## src/rtl/des_sbox_pkg.sv

```systemverilog
// des_sbox_pkg: shared constants and helpers for the multi-cycle DES S-box unit.
//   - SBOX_ROWS : the eight FIPS 46-3 S-boxes, one 64-bit word per (box,row),
//                 addressed as {box[2:0], row[1:0]}; column 0 sits in the top nibble.
//   - P_TABLE   : the 32-entry DES P permutation (1-based source bit, MSB = bit 1).
//   - state_e   : FSM encoding shared by the top level.
//   - lanes_legal / p_permute : elaboration check and P permutation helper.
package des_sbox_pkg;

  typedef enum logic [1:0] {
    IDLE = 2'd0,
    BUSY = 2'd1,
    DONE = 2'd2
  } state_e;

  localparam logic [63:0] SBOX_ROWS [32] = '{
    // S1
    64'hE4D12FB83A6C5907, 64'h0F74E2D1A6CB9538, 64'h41E8D62BFC973A50, 64'hFC8249175B3EA06D,
    // S2
    64'hF18E6B34972DC05A, 64'h3D47F28EC01A69B5, 64'h0E7BA4D158C6932F, 64'hD8A13F42B67C05E9,
    // S3
    64'hA09E63F51DC7B428, 64'hD709346A285ECBF1, 64'hD6498F30B12C5AE7, 64'h1AD069874FE3B52C,
    // S4
    64'h7DE3069A1285BC4F, 64'hD8B56F03472C1AE9, 64'hA690CB7DF13E5284, 64'h3F06A1D8945BC72E,
    // S5
    64'h2C417AB6853FD0E9, 64'hEB2C47D150FA3986, 64'h421BAD78F9C5630E, 64'hB8C71E2D6F09A453,
    // S6
    64'hC1AF92680D34E75B, 64'hAF427C9561DE0B38, 64'h9EF528C3704A1DB6, 64'h432C95FABE17608D,
    // S7
    64'h4B2EF08D3C975A61, 64'hD0B7491AE35C2F86, 64'h14BDC37EAF680592, 64'h6BD814A7950FE23C,
    // S8
    64'hD2846FB1A93E50C7, 64'h1FD8A374C56B0E92, 64'h7B419CE206ADF358, 64'h21E74A8DFC90356B
  };

  localparam logic [5:0] P_TABLE [32] = '{
    6'd16, 6'd7,  6'd20, 6'd21, 6'd29, 6'd12, 6'd28, 6'd17,
    6'd1,  6'd15, 6'd23, 6'd26, 6'd5,  6'd18, 6'd31, 6'd10,
    6'd2,  6'd8,  6'd24, 6'd14, 6'd32, 6'd27, 6'd3,  6'd9,
    6'd19, 6'd13, 6'd30, 6'd6,  6'd22, 6'd11, 6'd4,  6'd25
  };

  // Only power-of-two lane counts that divide the eight boxes evenly are supported.
  function automatic bit lanes_legal(input int lanes);
    case (lanes)
      1, 2, 4, 8: return 1'b1;
      default:    return 1'b0;
    endcase
  endfunction

  // Output bit i (counted from the MSB, 1-based) takes input bit P_TABLE[i-1].
  function automatic logic [31:0] p_permute(input logic [31:0] x);
    logic [31:0] y;
    y = 32'd0;
    for (int i = 0; i < 32; i++) begin
      y[31 - i] = x[32 - int'(P_TABLE[i])];
    end
    return y;
  endfunction

endpackage

```

## src/rtl/des_sbox_lane.sv

```systemverilog
// des_sbox_lane: one combinational S-box lookup.
// Ports:
//   sel    [2:0] in  : box select, 0 = S1 .. 7 = S8
//   chunk  [5:0] in  : 6-bit input b5..b0; row = {b5,b0}, column = b4..b1
//   nibble [3:0] out : S-box output
module des_sbox_lane
  import des_sbox_pkg::*;
(
  input  logic [2:0] sel,
  input  logic [5:0] chunk,
  output logic [3:0] nibble
);

  logic [1:0]  row_s;
  logic [3:0]  col_s;
  logic [63:0] word_s;

  // Select the table row word, then the column nibble (column 0 is the top nibble).
  always_comb begin
    row_s  = {chunk[5], chunk[0]};
    col_s  = chunk[4:1];
    word_s = SBOX_ROWS[{sel, row_s}];
    nibble = word_s[4 * (15 - int'(col_s)) +: 4];
  end

endmodule

```

## src/rtl/des_sbox_seq.sv

```systemverilog
// des_sbox_seq: multi-cycle DES S1..S8 substitution with valid/ready handshakes.
// LANES boxes are looked up per cycle, so a block takes 8/LANES BUSY cycles.
// Optional feature: define DES_SBOX_PERM_EN to pass the result through the DES
// P permutation as it is registered into o_data (latency unchanged).
// Ports:
//   i_clk, i_rst_n    : clock (rising edge), asynchronous active-low reset
//   i_clear           : synchronous abort back to IDLE (o_data kept)
//   i_valid/o_ready   : input handshake, i_data[47:42] feeds S1 .. [5:0] feeds S8
//   o_valid/i_ready   : output handshake, o_data[31:28] = S1 .. [3:0] = S8
//   o_busy            : high while a block is in BUSY or DONE
module des_sbox_seq
  import des_sbox_pkg::*;
#(
  parameter int LANES = 2
) (
  input  logic        i_clk,
  input  logic        i_rst_n,
  input  logic        i_clear,
  input  logic        i_valid,
  output logic        o_ready,
  input  logic [47:0] i_data,
  output logic        o_valid,
  input  logic        i_ready,
  output logic [31:0] o_data,
  output logic        o_busy
);

  localparam int         STEPS     = 8 / LANES;
  localparam logic [2:0] LAST_STEP = 3'(STEPS - 1);

  if (!lanes_legal(LANES)) begin : g_lanes_illegal
    $error("des_sbox_seq: LANES must be 1, 2, 4 or 8");
  end

  state_e      state_r, state_s;
  logic [2:0]  step_r, step_s;
  logic [47:0] data_r, data_s;
  logic [31:0] acc_r, acc_s;
  logic [31:0] result_s;
  logic [31:0] out_s;
  logic        load_s;

  logic [2:0]  box_s   [LANES];
  logic [5:0]  chunk_s [LANES];
  logic [3:0]  nib_s   [LANES];

  for (genvar g = 0; g < LANES; g++) begin : g_lane
    assign box_s[g]   = 3'((int'(step_r) * LANES) + g);
    assign chunk_s[g] = data_r[6 * (7 - int'(box_s[g])) +: 6];

    des_sbox_lane u_lane (
      .sel    (box_s[g]),
      .chunk  (chunk_s[g]),
      .nibble (nib_s[g])
    );
  end

  // Accumulator with this cycle's lane nibbles merged in; on the last step this
  // is the complete result, so o_data can be loaded without an extra cycle.
  always_comb begin
    result_s = acc_r;
    for (int k = 0; k < LANES; k++) begin
      result_s[4 * (7 - int'(box_s[k])) +: 4] = nib_s[k];
    end
  end

`ifdef DES_SBOX_PERM_EN
  assign out_s = p_permute(result_s);
`else
  assign out_s = result_s;
`endif

  // Next-state and datapath control; i_clear overrides every transition.
  always_comb begin
    state_s = state_r;
    step_s  = step_r;
    data_s  = data_r;
    acc_s   = acc_r;
    load_s  = 1'b0;
    if (i_clear) begin
      state_s = IDLE;
      step_s  = 3'd0;
      data_s  = 48'd0;
    end else begin
      case (state_r)
        IDLE: begin
          if (i_valid) begin
            state_s = BUSY;
            data_s  = i_data;
            acc_s   = 32'd0;
            step_s  = 3'd0;
          end else begin
            state_s = IDLE;
          end
        end
        BUSY: begin
          acc_s = result_s;
          if (step_r == LAST_STEP) begin
            state_s = DONE;
            step_s  = 3'd0;
            load_s  = 1'b1;
          end else begin
            step_s = step_r + 3'd1;
          end
        end
        DONE: begin
          if (i_ready) begin
            state_s = IDLE;
          end else begin
            state_s = DONE;
          end
        end
        default: begin
          state_s = IDLE;
          step_s  = 3'd0;
        end
      endcase
    end
  end

  // State, step counter, input hold register and accumulator.
  always_ff @(posedge i_clk or negedge i_rst_n) begin
    if (!i_rst_n) begin
      state_r <= IDLE;
      step_r  <= 3'd0;
      data_r  <= 48'd0;
      acc_r   <= 32'd0;
    end else begin
      state_r <= state_s;
      step_r  <= step_s;
      data_r  <= data_s;
      acc_r   <= acc_s;
    end
  end

  // Registered outputs decoded from the next state; o_data only loads on completion.
  always_ff @(posedge i_clk or negedge i_rst_n) begin
    if (!i_rst_n) begin
      o_ready <= 1'b1;
      o_valid <= 1'b0;
      o_busy  <= 1'b0;
      o_data  <= 32'd0;
    end else begin
      o_ready <= (state_s == IDLE);
      o_valid <= (state_s == DONE);
      o_busy  <= (state_s != IDLE);
      if (load_s) begin
        o_data <= out_s;
      end else begin
        o_data <= o_data;
      end
    end
  end

endmodule

```

## config.mk

```make
export PLATFORM = sky130hd
export DESIGN_NAME = des_sbox_seq
export DESIGN_NICKNAME = d
export VERILOG_FILES = /design/src/rtl/des_sbox_pkg.sv /design/src/rtl/des_sbox_lane.sv /design/src/rtl/des_sbox_seq.sv
export SDC_FILE = /design/constraint.sdc
export NUM_CORES = 1
export LEC_CHECK = 0
export ABC_AREA = 1
export CAP_MARGIN = 20
export CELL_PAD_IN_SITES_DETAIL_PLACEMENT = 2
export CELL_PAD_IN_SITES_GLOBAL_PLACEMENT = 2
export CORE_ASPECT_RATIO = 2
export CORE_UTILIZATION = 34
export DETAILED_ROUTE_END_ITERATION = 12
export HOLD_SLACK_MARGIN = 0.15
export PLACE_DENSITY_LB_ADDON = 0.1
export SYNTH_ARGS = -nofsm -noshare
export SYNTH_HDL_FRONTEND = slang
export SYNTH_SLANG_ARGS = --single-unit
export TNS_END_PERCENT = 50
```

## constraint.sdc

```tcl
create_clock -name i_clk -period 12.2 [get_ports i_clk]
set_input_delay 3.66 -clock i_clk [delete_from_list [all_inputs] [get_ports i_clk]]
set_output_delay 3.66 -clock i_clk [all_outputs]
set_load 0.01 [all_outputs]
```

==> impl_metrics.yaml <==
power:
  power.density_nw_per_um2: 352.5
  p_leak_uw: 0.005742
  vdd_drop_max_mv: 0.1279
final_layout:
  drive_gt1_frac: 0.06184
  final_cell_mix: "nand2_1, nand3_1, dfrtp_1"
  nets: 1675
  diodes: 0
  area_delta_synth_final_pct: 17.02
  final_common_cell: "nand2_1"
  fin_area_um2: 11280
route:
  wirelength_mm: 44.46
  drc: 0
  vias_per_cell: 5.619
  ant_nets: 0
  drtIter0Drc: 551
  firstDrtPassIters: 5
  vias: 10970
  wl_per_cell_um: 22.76
clock_tree:
  cts_tree: "done"
  clock_sinks: 120
  cts_buffer_depth: 2
  clk_pin_slew_worst_paths_ns: 0.06
  post-cts-setup-buffer-count: 0
  worstSkewPairLatency_ns: 0.44
  cts-resized-gates: 0
  cts_max_level: 4
  cts_buffers: 17
  hold_buffers: 0
  cts_root_buf: "clkbuf_16"
grt:
  track_usage: 0.3162
  grt.overflow.total: 0
  grt_pass1_wl_mm: 69.47
  grt_antenna_before_repair: 0
  grt_max_degree: 73
  grt_pass1_vias: 12360
logic_synthesis:
  synth_edf_count: 0
  synth_seq_cells: 120
  synth-seq-area-share: 0.3117
  yosys.cell_types.count: 42
  ys_warn_count: 0
  post_synth.cell_area_avg_um2: 6.223
  synth_flop_cell: "dfrtp_1"
  async_reset_ff_frac: 1.000
  netlist_area_um2: 9639
  syn-instance-count: 1549
  syn_nets: 1636
placed_design:
  gp_congestion: 0.9072
  numPortBuffers: 87
  preCtsSetupSlack_ns: 5.701
  dp_hpwl_mm: 32.20
  placed_cell_area_um2: 10620
timing:
  period_minus_slack_ns: 5.959
  skew_ns: 0.01064
  final_max_slew_viol_count: 0
  finalSetupViolCount: 0
  period_share: 0.4884
  slew_headroom: 0.3736
  holdWs_ns: 0.4814
  setup_slack_ns: 6.241
  max_freq_mhz: 167.8
  tightestPinTransition_ns: 0.9386
  finalHoldViolCount: 0
  setup-tns-final_ns: 0
  rsz0062_at_grt: "no"
critical_path:
  crit_family: "buffers and inverters"
  end_kind: "flip-flop"
  path_class: "in2reg"
  critical_path.slowest_cell: "inv_1"
  cp.required_ns: 12.52
  arrival_ns: 6.28
  worstPathMaxFanout: 37
  crit_chain: "clkdlybuf4s50_1, nor2_2, buf_4, inv_1, nor2_2, buf_4, inv_1, o41ai_1, nor2_1, inv_1"
  path_buf_inv: 6
  cpPeakStageDelay_ns: 0.73
  timing.critical_path.from_type: "primary input"
  cp_common_cell: "inv_1"
die:
  die_x_um: 121.1
  die-area_um2: 29070
  die_h_um: 240.1
  initial_core_util: 0.3472
  std_cell_rows: 86
  io_pins: 88
  coreArea_um2: 27760
outcome:
  outcome: "completed"
job:
  max_cap_viol_count: 0
hold_path:
  worst_hold_path_type: "reg2reg"
## sequential cells by signal, indices dropped and copies added, names as in the netlist
signal / flops
data_r: 48
acc_r: 32
o_data: 32
o_busy: 1
state_r: 2
step_r: 3
o_ready: 1
o_valid: 1
## through the flow
stage               std cells  power (uW)    util
finish                   1953        3976  0.4063
global route             1953        4292  0.4063
global placement         1919        3335  0.3824
CTS                      1951        3971  0.4046
floorplan                1549        2450       -
detailed placement       1919        3401  0.3824
## synth_stat cells (all sizes together) (8+ instances only)
master,n,area share
a21oi,67,0.035
a31oi,8,0.0052
buf,49,0.033
clkbuf,31,0.012
dfrtp,119,0.31
ha,34,0.044
inv,121,0.048
nand2,652,0.26
nand3,151,0.082
nand4,24,0.016
nor2,121,0.049
o211ai,19,0.016
o21ai,102,0.053
o22ai,13,0.0084
## area by class of cell
type / instances / area [um^2]
inverters: 125 / 474.2
repair buffers: 100 / 998.5
fillers: 3446 / 16480
flip-flops and latches: 120 / 3009
well taps: 352 / 440.4
clock inverters: 10 / 142.6
multi-input cells: 1224 / 5741
clock buffers: 22 / 474.2
## tightest hold or removal path: stages (launching register included)
cell and delay [ns]:
dfrtp_1 0.34, nand2_1 0.05, nand2_1 0.05
## kinds of logic after synthesis
| group | synth area share |
|---|---|
| AOI/OAI and AO/OA | 0.1372 |
| adders and majority gates | 0.04413 |
| buffers and inverters | 0.09411 |
| and+or+nand+nor | 0.4129 |
| DFF | 0.3117 |
## power by group
part,internal [uW],switching [uW]
clock,338,200
combinational,795,2160
sequential,446,36.7
## final timing paths
| check | startpoint | to | slack (ns) | cells past startpoint |
|---|---|---|---|---|
| min in group asynchronous | i_rst_n | data_r[42] | 3.27 | 1 |
| min | acc_r[28] | acc_r[28] | 0.48 | 2 |
| max | i_clear | o_busy | 6.24 | 10 |
| max in group asynchronous | i_rst_n | step_r[0] | 7.47 | 2 |
| max reg2reg | step_r[0] | o_data[18] | 6.32 | 21 |
| min reg2reg | acc_r[28] | acc_r[28] | 0.48 | 2 |
## metal layers
layer  global-route usage  vias to the layer above  share of wire  wire [um]
li1                     -                     5082              -          -
met1               0.3390                     5512           0.38      16870
met2               0.5810                      254           0.54      23890
met3              0.03582                      125          0.022        978
met4               0.1949                        0          0.061       2716
met5                    0                        -              0          0
(Power assumes the default switching activity.)
